$ cat config.mk
export PLATFORM = sky130hd
export DESIGN_NAME = brew_order_controller_flat
export DESIGN_NICKNAME = d
export VERILOG_FILES = /design/src/rtl/brew_order_controller_if.sv /design/src/rtl/brew_order_controller.sv /design/src/flat_wrapper.sv
export SDC_FILE = /design/constraint.sdc
export NUM_CORES = 1
export LEC_CHECK = 0
export ABC_CLOCK_PERIOD_IN_PS = 3000
export CAP_MARGIN = 5
export CORE_ASPECT_RATIO = 1.75
export CORE_UTILIZATION = 45
export CTS_BUF_LIST = sky130_fd_sc_hd__clkbuf_4
export CTS_CLUSTER_SIZE = 14
export DETAILED_ROUTE_END_ITERATION = 8
export PLACE_DENSITY = 0.74
export SYNTH_ARGS = -nofsm -noshare
export SYNTH_HDL_FRONTEND = slang
export SYNTH_SLANG_ARGS = --single-unit
$ cat constraint.sdc
create_clock -name clock -period 3 [get_ports clock]
set_input_delay 0.6 -clock clock [delete_from_list [all_inputs] [get_ports clock]]
set_output_delay 0.6 -clock clock [all_outputs]
set_load 0.02 [all_outputs]
$ cat src/rtl/brew_order_controller_if.sv
// brew_order_controller_if: coin/button/tick inputs (master drives) and credit/change/valve/status outputs (slave drives)
interface brew_order_controller_if;
  logic       coin_100, coin_500;
  logic [2:0] coffee_type;
  logic       start, cancel, tick;
  logic [3:0] credit, change;
  logic       water, coffee, sugar, milk, chocolate;
  logic       busy, reject, finished;
  modport master (
    output coin_100, coin_500, coffee_type, start, cancel, tick,
    input  credit, change, water, coffee, sugar, milk, chocolate, busy, reject, finished
  );
  modport slave (
    input  coin_100, coin_500, coffee_type, start, cancel, tick,
    output credit, change, water, coffee, sugar, milk, chocolate, busy, reject, finished
  );
endinterface

$ cat src/rtl/brew_order_controller.sv
// brew_order_controller: coin credit, price check and timed recipe valve sequencing; clock/reset (sync active-low) plus bus slave port
module brew_order_controller #(
  parameter int MAX_CREDIT = 15,
  parameter int DONE_TICKS = 2
) (
  input logic clock,
  input logic reset,
  brew_order_controller_if.slave bus
);
  typedef enum logic [2:0] {IDLE, WATER, COFFEE, SUGAR, MILK, CHOC, DONE} state_t;
  state_t     state;
  logic [1:0] ty, cnt, cnt_nxt;
  logic [3:0] price;
  logic [4:0] add_c, add_z;
  logic       valid, afford, hit;
  // Durations packed {choc,milk,sugar,coffee,water}; the two zero LSBs let 2*state index directly.
  function automatic logic [1:0] dur(input logic [1:0] t, input state_t s);
    logic [9:0] r;
    r = t == 2'd0 ? 10'b00_00_00_10_10 :
        t == 2'd1 ? 10'b00_00_01_10_10 :
        t == 2'd2 ? 10'b00_10_00_10_01 : 10'b10_01_00_10_01;
    return 2'({r, 2'b00} >> {s, 1'b0});
  endfunction
  function automatic state_t next_step(input logic [1:0] t, input state_t s);
    state_t n;
    n = DONE;
    for (int i = 5; i >= 1; i--)
      if (i > int'(s) && dur(t, state_t'(3'(i))) != 2'd0) n = state_t'(3'(i));
    return n;
  endfunction
  function automatic logic [3:0] sat(input logic [4:0] v);
    return v > 5'(MAX_CREDIT) ? 4'(MAX_CREDIT) : v[3:0];
  endfunction
  assign add_z   = {4'b0, bus.coin_100} + (bus.coin_500 ? 5'd5 : 5'd0);
  assign add_c   = {1'b0, bus.credit} + add_z;
  assign valid   = !bus.coffee_type[2];
  assign price   = {2'b0, bus.coffee_type[1:0]} + 4'd2;
  assign afford  = bus.credit >= price;
  assign cnt_nxt = cnt + {1'b0, bus.tick};
  assign hit     = state == DONE ? cnt_nxt == 2'(DONE_TICKS) : cnt_nxt == dur(ty, state);
  assign bus.water     = state == WATER;
  assign bus.coffee    = state == COFFEE;
  assign bus.sugar     = state == SUGAR;
  assign bus.milk      = state == MILK;
  assign bus.chocolate = state == CHOC;
  assign bus.busy      = state != IDLE;
  assign bus.finished  = state == DONE;
  always_ff @(posedge clock)
    if (!reset) begin
      state      <= IDLE;
      ty         <= 2'd0;
      cnt        <= 2'd0;
      bus.credit <= 4'd0;
      bus.change <= 4'd0;
      bus.reject <= 1'b0;
    end else begin
      bus.reject <= 1'b0;
      bus.credit <= sat(add_c);
      case (state)
        IDLE:
          if (bus.cancel) begin
            if (bus.credit != 4'd0) begin
              bus.change <= bus.credit;
              bus.credit <= sat(add_z);
              state      <= DONE;
            end
          end else if (bus.start) begin
            if (valid && afford) begin
              ty         <= bus.coffee_type[1:0];
              bus.change <= bus.credit - price;
              bus.credit <= sat(add_z);
              state      <= next_step(bus.coffee_type[1:0], IDLE);
            end else bus.reject <= 1'b1;
          end
        DONE: begin
          cnt <= hit ? 2'd0 : cnt_nxt;
          if (hit) begin
            state      <= IDLE;
            bus.change <= 4'd0;
          end
        end
        default: begin
          cnt <= hit ? 2'd0 : cnt_nxt;
          if (hit) state <= next_step(ty, state);
        end
      endcase
    end
endmodule

$ cat src/flat_wrapper.sv
// flat-port wrapper written by rule: the top's interface ports become plain ports
module brew_order_controller_flat 
#(
  parameter int MAX_CREDIT = 15,
  parameter int DONE_TICKS = 2
)
  (clock, reset, bus_coin_100, bus_coin_500, bus_coffee_type, bus_start, bus_cancel, bus_tick, bus_credit, bus_change, bus_water, bus_coffee, bus_sugar, bus_milk, bus_chocolate, bus_busy, bus_reject, bus_finished);
  brew_order_controller_if bus_i ();
  input logic clock;
  input logic reset;
  input wire logic [$bits(bus_i.coin_100)-1:0] bus_coin_100;
  input wire logic [$bits(bus_i.coin_500)-1:0] bus_coin_500;
  input wire logic [$bits(bus_i.coffee_type)-1:0] bus_coffee_type;
  input wire logic [$bits(bus_i.start)-1:0] bus_start;
  input wire logic [$bits(bus_i.cancel)-1:0] bus_cancel;
  input wire logic [$bits(bus_i.tick)-1:0] bus_tick;
  output wire logic [$bits(bus_i.credit)-1:0] bus_credit;
  output wire logic [$bits(bus_i.change)-1:0] bus_change;
  output wire logic [$bits(bus_i.water)-1:0] bus_water;
  output wire logic [$bits(bus_i.coffee)-1:0] bus_coffee;
  output wire logic [$bits(bus_i.sugar)-1:0] bus_sugar;
  output wire logic [$bits(bus_i.milk)-1:0] bus_milk;
  output wire logic [$bits(bus_i.chocolate)-1:0] bus_chocolate;
  output wire logic [$bits(bus_i.busy)-1:0] bus_busy;
  output wire logic [$bits(bus_i.reject)-1:0] bus_reject;
  output wire logic [$bits(bus_i.finished)-1:0] bus_finished;
  assign bus_i.coin_100 = bus_coin_100;
  assign bus_i.coin_500 = bus_coin_500;
  assign bus_i.coffee_type = bus_coffee_type;
  assign bus_i.start = bus_start;
  assign bus_i.cancel = bus_cancel;
  assign bus_i.tick = bus_tick;
  assign bus_credit = bus_i.credit;
  assign bus_change = bus_i.change;
  assign bus_water = bus_i.water;
  assign bus_coffee = bus_i.coffee;
  assign bus_sugar = bus_i.sugar;
  assign bus_milk = bus_i.milk;
  assign bus_chocolate = bus_i.chocolate;
  assign bus_busy = bus_i.busy;
  assign bus_reject = bus_i.reject;
  assign bus_finished = bus_i.finished;
  brew_order_controller #(.MAX_CREDIT(MAX_CREDIT), .DONE_TICKS(DONE_TICKS)) u_core (.clock(clock), .reset(reset), .bus(bus_i));
endmodule
==> qor.txt <==
initial antenna violation count - 0
Worst EP required - 3.20 ns
post-synthesis register bit count - 16
combinational fraction of design power - 66.0%
critical path class - in -> reg
Hold Buf Count CTS - 0
slowest stage delay, CP - 0.48 ns
Clock transition at path regs - 0.10 ns
Synthesis Warnings - 0
Iter 0 DRT Violations - 49
Die Ht - 73.2 um
Slew HR - 61.5%
actual slew at the worst max-slew pin - 0.577 ns
final hold vios - 0
CTS tree - done
routed vias/inst - 6.29
Hold Crit Class - reg -> reg
DR vias - 1283
outcome - complete, no violations
post-cts resize count - 0
Inserted Clock Buffers - 3
Worst Path Arrival - 2.79 ns
ant diodes - 0
clk_lat worst skew - 0.29 ns
Fin Clk Skew - 0.00344 ns
chip width - 42.7 um
Setup WS post-layout - 0.411 ns
Post-layout nets - 198
Max VDD drop - 539 uV
clock root cell - clkbuf_4
DP Worst Slack - 0.0837 ns
P_sw - 0.707 mW
crit path buf inv count - 2
Area growth syn-to-layout - 21.5%
CP startpoint kind - primary input
post-synth cell types - 54
cells along the critical path - clkdlybuf4s50_1 > ha_1 > fa_1 > a21bo_2 > a211oi_1 > buf_4 > o21ai_4 > or2_2 > a311oi_1
Mapped Area - 0.00131 mm^2
Placed Cells incl. Taps - 200
CP Max Fanout - 4
power per cell area - 939 mW/mm^2
mean routed wirelength per cell - 16.5 um
share of the synthesized area in the top cell type - 24.5%
antenna-violating nets left - 0
minimum clock period - 2.59 ns
Fin Setup TNS - 0 ns
Layout Utilization - 58.3%
CORE AREA - 0.00272 mm^2
DPL Wire Length - 2.73 mm
total gr overflow - 0
Synth Flop Type - dfxtp_1
share of layout cells above drive strength 1 - 10.7%
global-route wire length before repair - 5.60 mm
sequential-to-total area share from yosys stat - 24.5%
Syn Inst Count - 153
RSZ-0062 raised after global routing - no
TritonRoute pass-1 iters - 4
H-tree Lvls - 1
Sw Ratio - 47.5%
Post-Route WL - 3.37 mm
top cells by area, synth - dfxtp_1, ha_1, a21oi_1
leading area contributor after synthesis - dfxtp_1
synth cell count leaders - dfxtp_1, nand2_1, a21oi_1, inv_1, ha_1
Final period util - 86.3%
die area - 0.00313 mm^2
clock share of power - 8.2%
Slew Limit Fails - 0
internal power - 0.781 mW
Tot GR Track Use - 23.2%
I/O pins - 26
sequential power share - 25.8%
Max-cap violations - 0
crit-path leading delay family - compound AO/OA/AOI/OAI gates
Post-CTS Repair Setup Buffers - 0
Finish-stage setup viols - 0
mean post-synth cell area - 8.53 um^2
Syn Nets - 173
most common cell in the netlist - dfxtp_1
CTS Buffer Depth - 2
port bufs - 25
TritonCTS Sinks - 16
CP endpoint kind - flop
Fmax achieved - 386 MHz
Post-synth EDFFs - 0
# DRC - 0
Leak - 0.616 nW
Async S/R FF share, synth - 0%
row cnt - 25
vias in the first global route - 1261
largest net degree at the start of global routing - 20
crit path max-delay cell type - clkdlybuf4s50_1
post-route insts no fill - 204
Initial Utilization - 48.0%
routability cong. - 0.873
[worst register-to-register path, delay by kind of cell, from the launching register on]
family          cells  cell delay [ns]
simple gates        1             0.07
fa+ha+maj           2             0.62
flops               1             0.43
buf+inv             3             0.41
compound gates      4             0.71
[layer usage]
metal	track usage (%)	part of all wire, %
met4	9.03	2.0
met2	46.5	58
met3	1.98	3.5
met5	0	0
met1	23.4	36
[sequential cells by signal, summed over array words and instances, names as in the netlist]
| register | flops |
|---|---|
| u_core.ty | 2 |
| u_core.state | 3 |
| u_core.bus.credit | 4 |
| u_core.bus.change | 4 |
| u_core.cnt | 2 |
| u_core.bus.reject | 1 |
[placed cells by master, fill, tap and decap left out, types with 5 or more instances in the layout]
cell / n
inv_1: 9
a21oi_1: 9
nor3_1: 7
nand2_1: 10
nor2b_1: 5
ha_1: 8
clkdlybuf4s50_1: 25
o21ai_0: 5
nor2_1: 6
dfxtp_1: 16
[worst paths after layout]
| check | start | end | slack (ns) | cells past startpoint |
|---|---|---|---|---|
| worst max-delay path | bus_coffee_type[0] | u_core.bus.change[3] | 0.41 | 9 |
| worst min-delay path | u_core.cnt[0] | u_core.cnt[0] | 0.47 | 2 |
| worst max register to register | u_core.bus.credit[0] | u_core.bus.change[3] | 0.67 | 10 |
| worst min register to register | u_core.cnt[0] | u_core.cnt[0] | 0.47 | 2 |
[layout make-up]
type                    count  area [um^2]
well taps                  27         33.8
clock inverters             1         3.75
fillers                   248         1140
flip-flops and latches     16          320
repair buffers             29          280
clock buffers               3         22.5
inverters                  10         37.5
multi-input cells         118          887
[kinds of logic (layout without fill, tap and decap cells)]
family,after synthesis,count (layout),share of synthesized area [%]
multiplexers,3,3,2.30
AND/OR/NAND/NOR,55,55,25.7
AO/OA/AOI/OAI,47,47,27.2
XOR/XNOR,3,3,2.01
buffers and inverters,19,43,7.48
adder cells (fa/ha/maj),10,10,10.7
flip-flops,16,16,24.5
[power groups by stage]
stage,clock (mW),combinational [mW],sequential (mW)
6_report,0.122,0.983,0.384
3_3_place_gp,0,0.935,0.383
3_5_place_dp,0,0.977,0.388
2_1_floorplan,0,0.650,0.396
4_1_cts,0.122,0.982,0.382
5_1_grt,0.129,1.06,0.402
[metrics by stage]
step,power (mW),hold WS [ns],area [um^2]
after floorplan,1.05,0.436,1310
after global placement,1.32,0.446,1560
after detailed placement,1.37,0.463,1560
after CTS,1.49,0.477,1590
after global routing,1.59,0.500,1590
final,1.49,0.470,1590
Power figures use the tool's default switching activity.
